`src/rtl/gpio_pkg.sv`:
```
// Shared defaults and types for the GPIO input-conditioning slice.
// Imported by the interface, the per-pin cell and the top.
package gpio_pkg;

   localparam int PERIPH_GPIO_NUM  = 16;
   localparam int GPIO_SYNC_STAGES = 2;
   localparam int GPIO_DB_CNT_W    = 8;

   typedef logic [PERIPH_GPIO_NUM-1:0] gpio_vec_t;
   typedef logic [GPIO_DB_CNT_W-1:0]   gpio_db_cnt_t;

endpackage

```
`src/rtl/gpio_in_cond_if.sv`:
```
// Pad-side and gpio_top-side signals of the input conditioner.
// There is no valid/ready handshake: pads and config are level inputs, events are one-cycle pulses.
interface gpio_in_cond_if
   import gpio_pkg::*;
#(
   parameter int N = PERIPH_GPIO_NUM,
   parameter int W = GPIO_DB_CNT_W
) ();

   logic [N-1:0] pad_in;
   logic [N-1:0] cfg_db_en;
   logic [W-1:0] cfg_db_limit;
   logic [N-1:0] gpio_in;
   logic [N-1:0] rise_evt;
   logic [N-1:0] fall_evt;

   modport master (
      output pad_in, cfg_db_en, cfg_db_limit,
      input  gpio_in, rise_evt, fall_evt
   );

   modport slave (
      input  pad_in, cfg_db_en, cfg_db_limit,
      output gpio_in, rise_evt, fall_evt
   );

endinterface

```
`src/rtl/gpio_in_pin.sv`:
```
// One pin: synchroniser chain, debounce filter on the synchronised level, edge pulses.
// busy is high while the pin is not settled, so the clock gate must stay open.
module gpio_in_pin
   import gpio_pkg::*;
#(
   parameter int SYNC_STAGES = GPIO_SYNC_STAGES,
   parameter int DB_CNT_W    = GPIO_DB_CNT_W
) (
   input  logic                g_clk,
   input  logic                g_reset,
   input  logic                pad,
   input  logic                db_en,
   input  logic [DB_CNT_W-1:0] db_limit,
   output logic                s,
   output logic                rise,
   output logic                fall,
   output logic                busy
);

   logic [SYNC_STAGES-1:0] sync_q, sync_d;
   logic [DB_CNT_W-1:0]    cnt_q, cnt_d;
   logic                   s_q, s_d;
   logic                   rise_q, rise_d;
   logic                   fall_q, fall_d;
   logic                   sync_lvl;

   assign sync_lvl = sync_q[SYNC_STAGES-1];

   always_comb begin
      sync_d = {sync_q[SYNC_STAGES-2:0], pad};
      s_d    = s_q;
      cnt_d  = cnt_q;
      if (sync_lvl == s_q) begin
         cnt_d = '0;
      // >= rather than == so a limit lowered mid-count still releases at once
      end else if ((cnt_q >= db_limit) || !db_en) begin
         s_d   = sync_lvl;
         cnt_d = '0;
      end else begin
         cnt_d = cnt_q + DB_CNT_W'(1);
      end
      rise_d = !s_q && s_d;
      fall_d = s_q && !s_d;
   end

   always_ff @(posedge g_clk or posedge g_reset) begin
      if (g_reset) begin
         sync_q <= '0;
         cnt_q  <= '0;
         s_q    <= 1'b0;
         rise_q <= 1'b0;
         fall_q <= 1'b0;
      end else begin
         sync_q <= sync_d;
         cnt_q  <= cnt_d;
         s_q    <= s_d;
         rise_q <= rise_d;
         fall_q <= fall_d;
      end
   end

   assign s    = s_q;
   assign rise = rise_q;
   assign fall = fall_q;
   // Combinational on purpose: the request must rise before the gated clock runs.
   assign busy = (pad != s_q) || (|(sync_q ^ {SYNC_STAGES{s_q}})) || (cnt_q != '0);

endmodule

```
`src/rtl/gpio_in_cond.sv`:
```
// GPIO input conditioner: one gpio_in_pin per pin, shared debounce limit,
// and a clock request that stays high while any pin is unsettled.
module gpio_in_cond
   import gpio_pkg::*;
#(
   parameter int PERIPH_GPIO_NUM = gpio_pkg::PERIPH_GPIO_NUM,
   parameter int SYNC_STAGES     = GPIO_SYNC_STAGES,
   parameter int DB_CNT_W        = GPIO_DB_CNT_W
) (
   input  logic          g_clk,
   input  logic          g_reset,
   output logic          g_clk_req,
   gpio_in_cond_if.slave io
);

   logic [PERIPH_GPIO_NUM-1:0] busy;

   for (genvar i = 0; i < PERIPH_GPIO_NUM; i++) begin : g_pin
      gpio_in_pin #(
         .SYNC_STAGES (SYNC_STAGES),
         .DB_CNT_W    (DB_CNT_W)
      ) u_pin (
         .g_clk    (g_clk),
         .g_reset  (g_reset),
         .pad      (io.pad_in[i]),
         .db_en    (io.cfg_db_en[i]),
         .db_limit (io.cfg_db_limit),
         .s        (io.gpio_in[i]),
         .rise     (io.rise_evt[i]),
         .fall     (io.fall_evt[i]),
         .busy     (busy[i])
      );
   end

   assign g_clk_req = |busy;

endmodule

```
`src/flat_wrapper.sv`:
```
// flat-port wrapper written by rule: the top's interface ports become plain ports
module gpio_in_cond_flat import gpio_pkg::*;
#(
   parameter int PERIPH_GPIO_NUM = gpio_pkg::PERIPH_GPIO_NUM,
   parameter int SYNC_STAGES     = GPIO_SYNC_STAGES,
   parameter int DB_CNT_W        = GPIO_DB_CNT_W
)
  (g_clk, g_reset, g_clk_req, io_pad_in, io_cfg_db_en, io_cfg_db_limit, io_gpio_in, io_rise_evt, io_fall_evt);
  gpio_in_cond_if #(.N(16), .W(8)) io_i ();
  input  logic g_clk;
  input  logic g_reset;
  output logic g_clk_req;
  input wire logic [$bits(io_i.pad_in)-1:0] io_pad_in;
  input wire logic [$bits(io_i.cfg_db_en)-1:0] io_cfg_db_en;
  input wire logic [$bits(io_i.cfg_db_limit)-1:0] io_cfg_db_limit;
  output wire logic [$bits(io_i.gpio_in)-1:0] io_gpio_in;
  output wire logic [$bits(io_i.rise_evt)-1:0] io_rise_evt;
  output wire logic [$bits(io_i.fall_evt)-1:0] io_fall_evt;
  assign io_i.pad_in = io_pad_in;
  assign io_i.cfg_db_en = io_cfg_db_en;
  assign io_i.cfg_db_limit = io_cfg_db_limit;
  assign io_gpio_in = io_i.gpio_in;
  assign io_rise_evt = io_i.rise_evt;
  assign io_fall_evt = io_i.fall_evt;
  gpio_in_cond #(.PERIPH_GPIO_NUM(PERIPH_GPIO_NUM), .SYNC_STAGES(SYNC_STAGES), .DB_CNT_W(DB_CNT_W)) u_core (.g_clk(g_clk), .g_reset(g_reset), .g_clk_req(g_clk_req), .io(io_i));
endmodule
```
`config.mk`:
```
export PLATFORM = sky130hd
export DESIGN_NAME = gpio_in_cond_flat
export DESIGN_NICKNAME = d
export VERILOG_FILES = /design/src/rtl/gpio_pkg.sv /design/src/rtl/gpio_in_cond_if.sv /design/src/rtl/gpio_in_pin.sv /design/src/rtl/gpio_in_cond.sv /design/src/flat_wrapper.sv
export SDC_FILE = /design/constraint.sdc
export NUM_CORES = 1
export LEC_CHECK = 0
export ABC_AREA = 1
export ABC_CLOCK_PERIOD_IN_PS = 8100
export BUFFER_PORTS_ARGS = -buffer_cell sky130_fd_sc_hd__buf_2
export CORE_ASPECT_RATIO = 1.2
export CORE_MARGIN = 8
export CORE_UTILIZATION = 40
export CTS_BUF_LIST = sky130_fd_sc_hd__clkbuf_8
export CTS_CLUSTER_SIZE = 30
export DETAILED_ROUTE_END_ITERATION = 12
export PLACE_DENSITY = 0.57
export SYNTH_ARGS = -nofsm -noshare
export SYNTH_HDL_FRONTEND = slang
export SYNTH_SLANG_ARGS = --single-unit
```
`constraint.sdc`:
```
create_clock -name g_clk -period 8.1 [get_ports g_clk]
set_input_delay 1.215 -clock g_clk [delete_from_list [all_inputs] [get_ports g_clk]]
set_output_delay 1.215 -clock g_clk [all_outputs]
set_load 0.005 [all_outputs]
```
==> results of run 1 <==
-- final timing paths --
kind                                                  from                         endpoint  slack, ns
max                                          io_pad_in[13]                        g_clk_req       4.41
min                        u_core.g_pin[3].u_pin.sync_q[0]  u_core.g_pin[3].u_pin.sync_q[1]       0.39
max reg2reg                 u_core.g_pin[7].u_pin.cnt_q[5]   u_core.g_pin[7].u_pin.cnt_q[7]       6.36
min reg2reg                u_core.g_pin[3].u_pin.sync_q[0]  u_core.g_pin[3].u_pin.sync_q[1]       0.39
max in group asynchronous                          g_reset   u_core.g_pin[1].u_pin.cnt_q[4]       6.02
min in group asynchronous                          g_reset       u_core.g_pin[6].u_pin.fall       0.78
-- state kept, by name, summed over array words and instances (netlist names) --
name                       count
u_core.g_pin.u_pin.cnt_q     128
u_core.g_pin.u_pin.rise       16
u_core.g_pin.u_pin.fall       16
u_core.g_pin.u_pin.sync_q     32
u_core.g_pin.u_pin.s          16
-- stage by stage --
step / setup slack (ns) / hold slack (ns) / total power (uW) / cell area [um2]
finish: 4.41 / 0.393 / 2400 / 13800
CTS: 4.29 / 0.396 / 2450 / 13800
floorplan: 1.20 / 0.369 / 1300 / 12400
global placement: 4.28 / 0.377 / 1380 / 13000
global route: 4.26 / 0.406 / 2540 / 13800
detailed placement: 4.29 / 0.382 / 1390 / 13000
-- synthesized netlist by cell type, drive strengths merged --
cell type	number	area [um2]
a21boi	16	120
a21oi	33	165
buf	48	360
dfrtp	208	5200
ha	160	2000
inv	153	574
nand2	275	1030
nand3	79	415
nand3b	25	188
nand4	18	113
nor2	329	1240
nor3	4	35.0
o211a	1	10.0
o21ai	25	125
xnor2	20	175
xor2	76	666
-- power breakdown --
group | total (uW) | internal (uW) | switching, uW
clock network | 1030 | 581 | 454
logic | 258 | 88.2 | 170
registers | 1100 | 1070 | 30.7
-- cell usage in the layout (no fill, tap or decap), types with 4 or more instances in the layout --
cell type,count
nor2_1,326
nand2_1,275
dfrtp_1,208
ha_1,160
inv_1,153
buf_2,90
xor2_1,76
nand3_1,75
clkbuf_8,53
a21oi_1,33
nand3b_1,25
xnor2_1,20
nand4_1,18
a21boi_1,16
o21ai_1,16
o21ai_0,9
clkinv_2,7
inv_2,6
nand3_2,4
-- cell type report --
class	instances	area share [%]
flip-flops and latches	208	37.6
diodes	1	0.0181
repair buffers	93	3.42
clock buffers	53	5.27
clock inverters	15	0.497
multi-input cells	1061	45.4
inverters	153	4.20
well taps	396	3.58
-- kinds of logic after synthesis --
| kind of cell | synth area share, % |
|---|---|
| simple gates | 24.3 |
| xor+xnor | 6.77 |
| flops | 41.9 |
| compound gates | 3.38 |
| fa+ha+maj | 16.1 |
| buf+inv | 7.52 |
-- routing by layer --
metal  vias to the layer above  track usage, %  routed length, um
li1                       4815               -                  -
met1                      4367            19.1              12400
met2                        93            28.3              14700
met3                        34            2.63                782
met4                         0            5.14                529
met5                         -               0                  0
-- worst max-delay path, delay by kind of cell --
| kind | cells | cell delay, ns |
|---|---|---|
| and+or+nand+nor | 8 | 1.00 |
| buffers and inverters | 2 | 0.25 |
==> impl_results.md, run 1 <==
- Antenna Nets Post-Route: 0
- # fillers: 3,044
- Vias in the first global route: 9,537
- Rows: 70
- Clock tree buffer depth: 3
- #FFs+latches synth: 208
- Crit path cell chain: buf_2 -> nor2_1 -> nand2_1 -> nand2_1 -> nand2_1 -> nor2_1 -> nand2_1 -> nor2_1 -> nand3_1 -> buf_2
- Critical path type: in -> out
- IO buf count: 90
- Post-Layout Cell Count: 1,980
- # IOs: 91
- Area Growth Syn to Fin: 11.4%
- Initial antenna violation count: 1
- Most used cell, CP: nand2_1
- Fin util: 45.3%
- Synth warn: 0
- Share of cells above drive strength 1: 10.8%
- Root Buffer: clkbuf_8
- Hold Path Stages: 0
- Final Critical Period: 3.69 ns
- # DRC: 0
- Post-Synthesis Cell Area: 12,400 um2
- # setup viols final: 0
- Seq. cell area: 5200 um2
- Area of the multi-input gates: 6290 um2
- DIE AREA: 37,000 um2
- Final Skew: 0.0134 ns
- Slew Limit Headroom: 28.7%
- Initial DRC Count: 457
- Final period util: 45.6%
- GRT Util Overall: 15.9%
- Max Fanout on Critical Path: 3
- DRT Wirelength: 28.4 mm
- Final nets: 1,756
- Dpl hpwl: 20.3 mm
- Syn Area/Cell: 8.45 um2
- WP data required: 6.88 ns
- Status: finished clean
- Post-CTS Setup Inserts: 0
- Post-Place Cells: 1,911
- Pin count of the biggest net entering global routing: 108
- H-tree Lvls: 2
- Setup Total Neg Slack: 0 ns
- Die Wd: 177 um
- Least-Margin Pin Slew: 1.07 ns
- Sink Count: 208
- Seq/Total Area, Yosys: 41.9%
- Cell Pwr Density: 173 nW/um2
- Cts hold-fix bufs: 0
- RSZ-0062 raised after global routing: no
- Setup crit end kind: output port
- Distinct cell type count after synthesis: 21
- Post-CTS sizing: 0
- Startpoint Class: input port
- DR WL/cell: 14.3 um
- Starting Density: 40.7%
- Mapped Cells: 1,470
- Worst skew pair latency: 0.54 ns
- Grt total ovfl: 0
- Cells on worst reg2reg path: 6
- CTS tree: yes
- Clk slew on worst S/H paths: 0.06 ns
- Vias per inst: 4.70
- Max Slew Vio Count: 0
- Core area: 30,600 um2
- First-pass GRT wire length: 47.6 mm
- Total CTS buffers: 37
- Max_cap viols: 0
- Hold Path Class: reg -> reg
- CP peak stage delay: 0.29 ns
- Crit path max-delay cell type: nor2_1
- Leak pwr: 0.00727 uW
- Crit path DAT: 2.48 ns
- TritonRoute pass-1 iters: 5
- Final Hold Viols: 0
- Gpl congestion: 0.786
- Net Count, Synth: 1,672
- Via count: 9,309
- FMAX: 0.271 GHz
- VDD IR-drop max: 0.103 mV
- Die H: 209 um
No activity file was read; power rests on OpenSTA's default activity.
==> run 2, diff against run 1 <==
--- a/config.mk
+++ b/config.mk
@@ -6,7 +6,7 @@
 export NUM_CORES = 1
 export LEC_CHECK = 0
 export ABC_AREA = 1
-export ABC_CLOCK_PERIOD_IN_PS = 8100
+export ABC_CLOCK_PERIOD_IN_PS = 3700
 export BUFFER_PORTS_ARGS = -buffer_cell sky130_fd_sc_hd__buf_2
 export CORE_ASPECT_RATIO = 1.2
 export CORE_MARGIN = 8
==> constraint.sdc (replaced) <==
create_clock -name g_clk -period 3.7 [get_ports g_clk]
set_input_delay 0.555 -clock g_clk [delete_from_list [all_inputs] [get_ports g_clk]]
set_output_delay 0.555 -clock g_clk [all_outputs]
set_load 0.005 [all_outputs]
==> run 2 against run 1 <==
Die area is the same. Hold slack lost 0.26 ns. Sequential share of layout area shrank 0.071 points. Critical path depth grew 2. Count of clock-buffer cells in the layout shrank 4. Clock power grew 110%. Flip-flop and latch count is the same. Combinational power grew 130%. Non-clock buffer count grew 7. Largest cell class unchanged.
==> impl_results.md, run 2 (synthesis results as in run 1) <==
- Most flops, register: u_core.g_pin.u_pin.cnt_q (unchanged)
- IO buf count: 90 (unchanged)
- H-tree Lvls: 2 (unchanged)
- Sink Count: 208 (unchanged)
- # fillers: 3,052 (was 3,044)
- Worst skew pair latency: 0.55 ns (was 0.54 ns)
- WP data required: 3.14 ns (was 6.88 ns)
- Final period util: 77.2%
- Crit path DAT: 2.30 ns (was 2.48 ns)
- Vias in the first global route: 9,332 (was 9,537)
- Initial antenna violation count: 0 (was 1)
- Starting Density: 40.7% (unchanged)
- Clk slew on worst S/H paths: 0.06 ns (about the same)
- DRT Wirelength: 29.0 mm (was 28.4 mm)
- TritonRoute pass-1 iters: 6 (was 5)
- Commonest non-fill, non-tap cell in the layout: nor2_1 (unchanged)
- Top delay family on crit path: simple AND/OR/NAND/NOR gates (unchanged)
- Antenna Nets Post-Route: 0 (unchanged)
- Biggest regs: u_core.g_pin.u_pin.cnt_q x128, u_core.g_pin.u_pin.sync_q x32 (unchanged)
- ANT cells: 0 (was 1)
- Post-CTS sizing: 0 (unchanged)
- GRT Util Overall: 16.0% (was 15.9%)
- VDD IR-drop max: 0.191 mV (was 0.103 mV)
- Root Buffer: clkbuf_8 (unchanged)
- Dpl hpwl: 20.7 mm (was 20.3 mm)
- Leak pwr: 0.00730 uW (was 0.00727 uW)
- Post-CTS Setup Inserts: 0 (unchanged)
- Max Used Layer: met4 (unchanged)
- Buf+Inv Stages, Crit Path: 3 (was 2)
- Final Skew: 0.0270 ns (was 0.0134 ns)
- Seq. cell area: 5200 um2 (unchanged)
- Most used cell, CP: nor2_1 (was nand2_1)
- Final Critical Period: 2.86 ns
- Total CTS buffers: 38 (was 37)
- Status: finished clean (unchanged)
- Via count: 9,372 (was 9,309)
- # setup viols final: 0 (unchanged)
- Crit path cell chain: inv_1 -> ha_1 -> inv_1 -> nor2_1 -> nand2_1 -> nor2_1 -> nand2_1 -> nor2_1 -> nand2_1 -> nor2_1 -> nand3_1 -> buf_2 (was buf_2 -> nor2_1 -> nand2_1 -> nand2_1 -> nand2_1 -> nor2_1 -> nand2_1 -> nor2_1 -> nand3_1 -> buf_2)
- Rows: 70 (unchanged)
- CTS tree: yes (unchanged)
- Crit path max-delay cell type: dfrtp_1 (was nor2_1)
- DIE AREA: 37,000 um2 (unchanged)
- Vias per inst: 4.72 (was 4.70)
- Setup crit end kind: output port (unchanged)
- DR WL/cell: 14.6 um (was 14.3 um)
- Share of cells above drive strength 1: 10.9% (was 10.8%)
- Die H: 209 um (unchanged)
- Slew Limit Headroom: 62.6% (was 28.7%)
- Final Hold Viols: 0 (unchanged)
- Hold Path Class: in -> reg (was reg -> reg)
- WL met1: 12.7 mm (was 12.4 mm)
- # IOs: 91 (unchanged)
- Max_cap viols: 0 (unchanged)
- Metal2 WL: 14.5 mm (was 14.7 mm)
- Least-Margin Pin Slew: 0.561 ns (was 1.07 ns)
- Initial DRC Count: 466 (was 457)
- Startpoint Class: flip-flop (was input port)
- Area Growth Syn to Fin: 11.6% (was 11.4%)
- Cts hold-fix bufs: 0 (unchanged)
- Critical path type: reg -> out (was in -> out)
- Most frequent cells in the layout: nor2_1, nand2_1, dfrtp_1 (unchanged)
- Die Wd: 177 um (unchanged)
- Setup Total Neg Slack: 0 ns (unchanged)
- Gpl congestion: 0.794 (was 0.786)
- Cell Pwr Density: 372 nW/um2 (was 173 nW/um2)
- Max Fanout on Critical Path: 4 (was 3)
- Max Slew Vio Count: 0 (unchanged)
- # DRC: 0 (unchanged)
- Grt total ovfl: 0 (unchanged)
- Routed length on met3: 1.26 mm (was 782 um)
- Number of flip-flops in the largest register: 128 (unchanged)
- FMAX: 0.350 GHz
- CP peak stage delay: 0.41 ns (was 0.29 ns)
- Final nets: 1,764 (was 1,756)
- Area of the multi-input gates: 6290 um2 (unchanged)
- Fin util: 45.4% (was 45.3%)
- Pin count of the biggest net entering global routing: 97 (was 108)
- First-pass GRT wire length: 47.4 mm (was 47.6 mm)
- RSZ-0062 raised after global routing: no (unchanged)
- Clock tree buffer depth: 3 (unchanged)
- Core area: 30,600 um2 (unchanged)
run 2: cell count changes in the layout (fill, tap and decap cells not counted):
cell / change
inv_1: +4
clkinv_2: -1
buf_4: +5
inv_8: -1
clkinvlp_4: +1
clkbuf_8: -4
diode_2: -1
buf_12: +2
run 2: metrics by stage:
| stage | total power [uW] | std cells | hold WS, ns | cell area (um2) | setup slack [ns] |
|---|---|---|---|---|---|
| final | 5160 | 1985 | 0.136 | 13900 | 0.844 |
| after global routing | 5450 | 1985 | 0.104 | 13900 | 0.646 |
| after CTS | 5260 | 1985 | 0.0908 | 13900 | 0.708 |
| after detailed placement | 3060 | 1918 | 0.384 | 13100 | 1.19 |
| after global placement | 3040 | 1918 | 0.375 | 13100 | 1.25 |
| after floorplan | 2850 | 1470 | 0.369 | 12400 | 0.445 |
run 2: per-layer routing:
| layer | track usage [%] | up-vias |
|---|---|---|
| li1 | - | 4823 |
| met1 | 19.1 | 4389 |
| met2 | 28.5 | 126 |
| met3 | 2.98 | 34 |
| met4 | 4.64 | 0 |
| met5 | 0 | - |
run 2: worst paths after layout:
check | cells past startpoint | to | slack, ns | from
setup / recovery | 12 | g_clk_req | 0.84 | u_core.g_pin[11].u_pin.cnt_q[0]
hold / removal | 1 | u_core.g_pin[14].u_pin.sync_q[0] | 0.14 | io_pad_in[14]
setup reg to reg | 6 | u_core.g_pin[7].u_pin.cnt_q[2] | 1.85 | u_core.g_pin[7].u_pin.cnt_q[5]
hold reg to reg | 0 | u_core.g_pin[12].u_pin.sync_q[1] | 0.39 | u_core.g_pin[12].u_pin.sync_q[0]
max in group asynchronous | 3 | u_core.g_pin[13].u_pin.sync_q[1] | 3.04 | g_reset
min in group asynchronous | 3 | u_core.g_pin[5].u_pin.cnt_q[7] | 0.19 | g_reset
run 2: final cells by class:
class	count	area share, %
multi-input combinational	1061	45.3
sequential	208	37.5
clock buffer	49	4.86
inverter	153	4.17
timing repair buffer	100	3.97
tap	396	3.57
clock inverter	18	0.568
run 2: report_power, final:
group	leakage [uW]	switching (uW)	internal, uW
clock network	0.000435	977	1190
logic	0.00409	380	201
registers	0.00277	66.1	2350
total	0.00730	1420	3740
